===== config.mk =====
export PLATFORM = sky130hd
export DESIGN_NAME = i2s_tx_flat
export DESIGN_NICKNAME = d
export VERILOG_FILES = /design/src/rtl/i2s_tx_if.sv /design/src/rtl/i2s_tx.sv /design/src/flat_wrapper.sv
export SDC_FILE = /design/constraint.sdc
export NUM_CORES = 1
export LEC_CHECK = 0
export ABC_CLOCK_PERIOD_IN_PS = 4850
export CAP_MARGIN = 20
export CORE_AREA = 5 5 111 124
export CTS_CLUSTER_SIZE = 25
export DETAILED_ROUTE_END_ITERATION = 6
export DIE_AREA = 0 0 116 129
export GPL_TIMING_DRIVEN = 0
export PLACE_DENSITY = 0.76
export SKIP_CTS_REPAIR_TIMING = 1
export SLEW_MARGIN = 10
export SYNTH_ARGS = -nofsm -noshare
export SYNTH_HDL_FRONTEND = slang
export SYNTH_SLANG_ARGS = --single-unit
export TNS_END_PERCENT = 100

===== constraint.sdc =====
create_clock -name clk -period 4.85 [get_ports clk]
set_clock_uncertainty 0.1 [all_clocks]
set_input_delay 0.97 -clock clk [delete_from_list [all_inputs] [get_ports clk]]
set_output_delay 0.97 -clock clk [all_outputs]
set_load 0.02 [all_outputs]

===== src/rtl/i2s_tx_if.sv =====
// Sample-fetch handshake and I2S line bundle for i2s_tx.
// master = the transmitter, slave = the upstream sample source plus the line receiver.
interface i2s_tx_if;
    logic        sample_req;
    logic [31:0] left_channel;
    logic [31:0] right_channel;
    logic        bclk;
    logic        lrck;
    logic        sdata;

    modport master (
        output sample_req,
        output bclk,
        output lrck,
        output sdata,
        input  left_channel,
        input  right_channel
    );

    modport slave (
        input  sample_req,
        input  bclk,
        input  lrck,
        input  sdata,
        output left_channel,
        output right_channel
    );
endinterface


===== src/rtl/i2s_tx.sv =====
// I2S stereo transmitter: 64-bit frames (32-bit left then right), MSB first,
// bclk = clk / (2*DIV), next sample pair fetched one bit before the frame wraps.
module i2s_tx #(
    parameter int unsigned DIV = 4
) (
    input  logic     clk,
    input  logic     rst,
    input  logic     en,
    i2s_tx_if.master bus
);

    localparam logic [7:0] DIV_LAST = 8'(DIV - 1);

    typedef enum logic {
        IDLE = 1'b0,
        RUN  = 1'b1
    } state_t;

    state_t      state_q;
    state_t      state_d;
    logic [7:0]  div_cnt;
    logic [5:0]  bit_cnt;
    logic        bclk_q;
    logic        cont_q;
    logic [63:0] shift_q;
    logic [63:0] shadow_q;
    logic        sample_req;
    logic        run;
    logic        div_wrap;
    logic        fall;
    logic        enter_last;
    logic        frame_end;

    assign run        = (state_q == RUN);
    assign div_wrap   = (div_cnt == DIV_LAST);
    assign fall       = run && div_wrap && bclk_q;
    assign enter_last = fall && (bit_cnt == 6'd62);
    assign frame_end  = fall && (bit_cnt == 6'd63);

    always_ff @(posedge clk) begin
        if (rst) begin
            state_q <= IDLE;
        end else begin
            state_q <= state_d;
        end
    end

    // NOTE: every output of this block gets a default first, so no path leaves one unassigned and no latch is inferred.
    always_comb begin
        state_d    = state_q;
        sample_req = 1'b0;
        case (state_q)
            IDLE: begin
                if (en) begin
                    sample_req = 1'b1;
                    state_d    = RUN;
                end
            end
            RUN: begin
                if (enter_last && en) begin
                    sample_req = 1'b1;
                end
                if (frame_end && !cont_q) begin
                    state_d = IDLE;
                end
            end
            default: state_d = IDLE;
        endcase
        if (rst) begin
            sample_req = 1'b0;
            state_d    = IDLE;
        end
    end

    // NOTE: non-blocking assignments keep every register reading the pre-edge value of its neighbours.
    always_ff @(posedge clk) begin
        if (rst) begin
            // NOTE: shadow and shift registers are cleared too, so an aborted frame can never replay stale samples.
            div_cnt  <= '0;
            bit_cnt  <= '0;
            bclk_q   <= 1'b0;
            cont_q   <= 1'b0;
            shift_q  <= '0;
            shadow_q <= '0;
        end else begin
            case (state_q)
                IDLE: begin
                    div_cnt <= '0;
                    bit_cnt <= '0;
                    bclk_q  <= 1'b0;
                    if (sample_req) begin
                        shift_q <= {bus.left_channel, bus.right_channel};
                    end
                end
                RUN: begin
                    if (div_wrap) begin
                        div_cnt <= '0;
                        bclk_q  <= ~bclk_q;
                    end else begin
                        div_cnt <= div_cnt + 8'd1;
                    end
                    // Data and word select move on the falling bclk edge so they are stable at the rising one.
                    if (fall) begin
                        bit_cnt <= bit_cnt + 6'd1;
                        if (frame_end) begin
                            shift_q <= shadow_q;
                        end else begin
                            shift_q <= {shift_q[62:0], 1'b0};
                        end
                    end
                    if (enter_last) begin
                        cont_q <= en;
                        if (sample_req) begin
                            shadow_q <= {bus.left_channel, bus.right_channel};
                        end
                    end
                end
                default: ;
            endcase
        end
    end

    assign bus.sample_req = sample_req;
    assign bus.bclk       = bclk_q;
    // Word select leads the data by one bit: high from the last left bit to the next-to-last right bit.
    assign bus.lrck       = run && (bit_cnt >= 6'd31) && (bit_cnt <= 6'd62);
    assign bus.sdata      = run && shift_q[63];

    a_req_single : assert property (@(posedge clk) disable iff (rst) sample_req |=> !sample_req);

endmodule


===== src/flat_wrapper.sv =====
// flat-port wrapper written by rule: the top's interface ports become plain ports
module i2s_tx_flat 
#(
    parameter int unsigned DIV = 4
)
  (clk, rst, en, bus_sample_req, bus_bclk, bus_lrck, bus_sdata, bus_left_channel, bus_right_channel);
  i2s_tx_if bus_i ();
  input  logic clk;
  input  logic rst;
  input  logic en;
  output wire logic [$bits(bus_i.sample_req)-1:0] bus_sample_req;
  output wire logic [$bits(bus_i.bclk)-1:0] bus_bclk;
  output wire logic [$bits(bus_i.lrck)-1:0] bus_lrck;
  output wire logic [$bits(bus_i.sdata)-1:0] bus_sdata;
  input wire logic [$bits(bus_i.left_channel)-1:0] bus_left_channel;
  input wire logic [$bits(bus_i.right_channel)-1:0] bus_right_channel;
  assign bus_sample_req = bus_i.sample_req;
  assign bus_bclk = bus_i.bclk;
  assign bus_lrck = bus_i.lrck;
  assign bus_sdata = bus_i.sdata;
  assign bus_i.left_channel = bus_left_channel;
  assign bus_i.right_channel = bus_right_channel;
  i2s_tx #(.DIV(DIV)) u_core (.clk(clk), .rst(rst), .en(en), .bus(bus_i));
endmodule

== Word-level counts from Yosys, hierarchy flattened ==
Cells that the tools add are included.

* Flip-flop bits (word level): 145
* Logic and storage cells: 48
* Output and inout bits: 4
* Input port bits: 67

* Multiplexer cells: 16
* Order comparisons: 2
* Equal/unequal tests: 6
* Reduce and logical (&&, ||, !) cells: 13
* $add $sub $neg: 2
* Bitwise gates (word level): 2

{| class="wikitable"
|+ Operators by type and width
! kind !! count
|-
| 64-bit two-way mux || 3
|-
| 64-bit one-hot mux with 2 select lines || 1
|-
| 8-bit one-hot mux with 2 select lines || 1
|-
| 6-bit == test (second input constant) || 2
|-
| 6-bit one-hot mux with 2 select lines || 1
|-
| 1-bit logical AND || 9
|-
| 8-bit by 1-bit adder with 8-bit output (second input constant) || 1
|-
| 8-bit by 2-bit == test with 1-bit output (second input constant) || 1
|-
| 8-bit two-way mux || 1
|-
| 6-bit by 1-bit adder with 6-bit output (second input constant) || 1
|-
| 6-bit by 5-bit greater-or-equal comparator with 1-bit output (second input constant) || 1
|-
| 6-bit <= comparator (second input constant) || 1
|-
| 6-bit two-way mux || 1
|-
| 2-bit != test (second input constant) || 3
|-
| 1-bit one-hot mux with 2 select lines || 3
|-
| 1-bit two-way mux || 5
|-
| 2-bit AND reduction || 2
|-
| 3-bit AND reduction || 1
|-
| 1-bit inverter || 2
|-
| 1-bit zero test || 1
|}

== Depth between registers and ports, before layout ==
* Depth in word-level cells: 10
* Mapped depth: 8
* Gate-level depth less buffers: 6

== Least setup slack after synthesis ==
No wires, ideal clock.

* Path type: in2out
* From: input en
* To: output bus_sample_req
* Stages on the path: 5
* Required time: 3.780 ns
* Path slack: 1.768 ns
* Data arrival time: 2.012 ns
* Cell sequence: and3_1 -> nand4b_1 -> clkbuf_1 -> clkbuf_1 -> a21oi_1

* Word-level cells in the longest chain between the ends: 4
* Elaborated cells on any way between the ends: 5
* Those cells by class: mux: 4; reduce/logical: 1

{| class="wikitable"
|+ Ends and longest elaborated chain
! what !! RTL line !! source
|-
| start: declaration || flat_wrapper.sv:10 || <nowiki>input logic en;</nowiki>
|-
| 1-bit logical AND || i2s_tx.sv:60 || <nowiki>if (enter_last && en) begin</nowiki>
|-
| 1-bit two-way mux || i2s_tx.sv:60 ||
|-
| 1-bit one-hot mux with 2 select lines * || i2s_tx.sv:52 || <nowiki>case (state_q)</nowiki>
|-
| 1-bit two-way mux * || i2s_tx.sv:69 || <nowiki>if (rst) begin</nowiki>
|-
| end: declaration || flat_wrapper.sv:11 || <nowiki>output wire logic [$bits(bus_i.sample_req)-1:0] bus_sample_req;</nowiki>
|}

Mark *: on every way between the ends. The rest lies on a longest branch, timed or not.

== Final worst setup path ==
Same ends and word-level chain as after synthesis.

==> results.json <==
{
  "status": "complete, no violations",
  "grt_antenna_before_repair": 0,
  "firstDrtPassIters": 5,
  "syn_to_final_growth_pct": 24.31,
  "netlist_area_sq_mm": 0.006613,
  "die-area_sq_mm": 0.01496,
  "ant_nets": 0,
  "holdWs_ns": 0.3487,
  "dp_hpwl_um": 11510,
  "fmax_mhz": 226.9,
  "tightest_slew_ns": 1.025,
  "h-tree-depth": 4,
  "cp_max_fo": 10,
  "drive_gt1_share_pct": 14.66,
  "finalSetupViolCount": 0,
  "period_share_pct": 90.87,
  "crit_path_start": "en",
  "drt_iter0_drc": 460,
  "yosysUniqueCellTypes": 33,
  "vias_per_cell": 5.912,
  "diodes": 0,
  "ys_ff_latch": 145,
  "nNetsFinal": 889,
  "grt_pass1_wl_um": 28720,
  "final_cells": 989,
  "rr_endpoint": "u_core.shift_q[53]",
  "die_w_um": 116,
  "crit_path_end": "bus_sample_req",
  "fp-row-count": 43,
  "avgSynthCellArea_sq_um": 9.046,
  "cp-start-kind": "input pin",
  "leakage_nw": 3.096,
  "cp-end-kind": "output port",
  "drv_cap": 0,
  "routed_wl_um": 17400,
  "criticalPathCategory": "input pin to output port",
  "worstSkewPairLatency_ns": 0.43,
  "synth_top_cell_area_share_pct": 43.90,
  "finalHoldViolCount": 0,
  "yosysWarningCount": 0,
  "r2r-start": "u_core.div_cnt[0]",
  "synth_fp_nets": 801,
  "period_needed_ns": 4.407,
  "io_buffer_count": 69,
  "clockRootBuffer": "clkbuf_16",
  "clockBufferDepth": 2,
  "dp.cells": 957,
  "switching_share_pct": 20.65,
  "p_int_w": 0.002441,
  "synthTopCellsByArea": "dfxtp_1 (44%), mux2_2 (11%), mux2i_1 (9.7%)",
  "rsz0062_at_grt": "no",
  "final.setup.tns_ns": 0,
  "cts_tree": "built",
  "fp.dieH_um": 129,
  "max_slew_margin_pct": 31.66,
  "clock-sinks": 145,
  "grt_usage_pct": 24.05,
  "switching_power_w": 0.0006352,
  "power_frac_comb_pct": 7.8,
  "rrSetupSlack_ns": 2.34,
  "wl_per_cell_um": 17.60,
  "ir_drop_mv": 0.2311,
  "worstHoldPathType": "flop to flop",
  "fill_cells": 1028,
  "sequentialPowerShare_pct": 40.8,
  "clkPwrFrac_pct": 51.4,
  "drc": 0,
  "r2r_cells": 6,
  "timing.final.max_slew_violations": 0,
  "via_count": 5847,
  "overflow": 0,
  "seq_area_frac_synth_pct": 43.90,
  "required_ns": 3.78,
  "boundaryPins": 71,
  "grt_pass1_vias": 5992,
  "grt_max_degree": 17,
  "synthCells": 731,
  "globalplace.congestion": 0.8296,
  "arrival_ns": 3.34,
  "path_clk_slew_ns": 0.06,
  "power_density_mw_per_mm2": 374.2,
  "cts_made_buffers": 17,
  "start_util_pct": 53.44,
  "core_area_sq_mm": 0.01237,
  "synth_area_leader_cell": "dfxtp_1"
}
## cells in the mapped netlist
cell / n
o21ai_0: 2
buf_4: 1
and4b_1: 1
or3_1: 1
nor4b_4: 1
nand4_1: 4
nand2_1: 136
nor2_1: 16
buf_1: 3
nand3_1: 4
o31ai_1: 2
nor4b_2: 1
o21ai_1: 63
and2_1: 1
buf_2: 23
nor3_1: 5
clkbuf_1: 30
a22oi_1: 63
nor4_1: 1
nand2b_1: 2
inv_1: 3
nand4b_1: 1
dfxtp_1: 145
ha_1: 3
xnor2_1: 6
mux2i_1: 64
mux2_2: 64
xor2_1: 3
a211oi_1: 1
a21oi_1: 71
and3_1: 7
nand3_2: 1
or4_1: 2
## sequential cells by signal, indices dropped and copies added (netlist names)
| signal | count |
|---|---|
| u_core.run | 1 |
| u_core.bit_cnt | 6 |
| u_core.bus.bclk | 1 |
| u_core.shift_q | 64 |
| u_core.div_cnt | 8 |
| u_core.cont_q | 1 |
| u_core.shadow_q | 64 |
## area by class of cell
type | instances | area, sq um | area share (%)
Multi-Input combinational cell | 526 | 3452 | 41.99
Sequential cell | 145 | 2903 | 35.31
Timing Repair Buffer | 69 | 690.7 | 8.402
Clock buffer | 23 | 498.0 | 6.058
Buffer | 57 | 246.5 | 2.998
Clock inverter | 9 | 222.7 | 2.709
Tap cell | 157 | 196.4 | 2.390
Inverter | 3 | 11.26 | 0.1370
## layer usage
metal | track usage, % | share of wire, %
met1 | 28.81 | 42
met2 | 41.11 | 50
met3 | 5.362 | 5.2
met4 | 10.65 | 3.4
met5 | 0 | 0
## worst max-delay path, cell delays in order
cell	delay, ns
clkdlybuf4s50_1	0.46
and3_1	0.19
nand4b_1	0.12
clkbuf_1	0.44
clkbuf_1	0.43
a21oi_1	0.16
clkdlybuf4s50_1	0.57
## cells by family (layout without fill, tap and decap cells)
| logic type | after synthesis | count (layout) | share of synthesized area, % |
|---|---|---|---|
| AOI/OAI and AO/OA | 202 | 202 | 17.79 |
| and+or+nand+nor | 184 | 184 | 12.07 |
| DFF | 145 | 145 | 43.90 |
| muxes | 128 | 128 | 20.59 |
| buffers and inverters | 60 | 161 | 3.898 |
| xor gates and xnor gates | 9 | 9 | 1.192 |
| adders and majority gates | 3 | 3 | 0.5677 |
## power by group through the flow
| stage | Clock (W) | Combinational (W) | Sequential, W |
|---|---|---|---|
| 6_report | 0.00158 | 0.000240 | 0.00126 |
| 5_1_grt | 0.00165 | 0.000261 | 0.00126 |
| 4_1_cts | 0.00159 | 0.000240 | 0.00125 |
| 3_5_place_dp | 0 | 0.000236 | 0.00128 |
| 3_3_place_gp | 0 | 0.000227 | 0.00128 |
| 2_1_floorplan | 0 | 0.000137 | 0.00127 |
## worst min path at each step
stage	start	end	slack (ns)	cells after the start
5_1_grt	u_core.shadow_q[6]	u_core.shadow_q[6]	0.37	2
3_3_place_gp	u_core.div_cnt[0]	u_core.div_cnt[0]	0.33	1
6_report	u_core.shadow_q[41]	u_core.shadow_q[41]	0.35	2
3_5_place_dp	u_core.shadow_q[1]	u_core.shadow_q[1]	0.34	2
2_1_floorplan	u_core.div_cnt[0]	u_core.div_cnt[0]	0.32	1
4_1_cts	u_core.shadow_q[1]	u_core.shadow_q[1]	0.35	2
## per-stage QoR
step | cell area (sq um) | utilization (%) | setup WS, ns | total power (W)
6_report | 8220 | 66.43 | 0.4427 | 0.003076
4_1_cts | 8220 | 66.43 | 0.4441 | 0.003082
3_5_place_dp | 7500 | 60.61 | 0.4282 | 0.001515
3_3_place_gp | 7500 | 60.61 | 0.4011 | 0.001504
5_1_grt | 8220 | 66.43 | 0.3138 | 0.003167
2_1_floorplan | 6613 | - | 1.768 | 0.001409
## cells in the final DEF (no fill, tap or decap), types with 2 or more instances in the layout
cell / instances
clkbuf_1: 31
mux2i_1: 64
nand2_1: 136
nand3_1: 4
clkbuf_16: 17
ha_1: 3
xnor2_1: 6
xor2_1: 3
clkdlybuf4s50_1: 69
a21oi_1: 71
nor3_1: 5
o21ai_0: 2
dfxtp_1: 145
nor2_1: 16
bufinv_16: 7
inv_1: 3
o21ai_1: 63
buf_2: 23
nand4_1: 4
buf_1: 3
and3_1: 7
clkbuf_8: 5
a22oi_1: 63
mux2_2: 64
o31ai_1: 2
nand2b_1: 2
or4_1: 2
No activity file was read; power rests on OpenSTA's default activity.
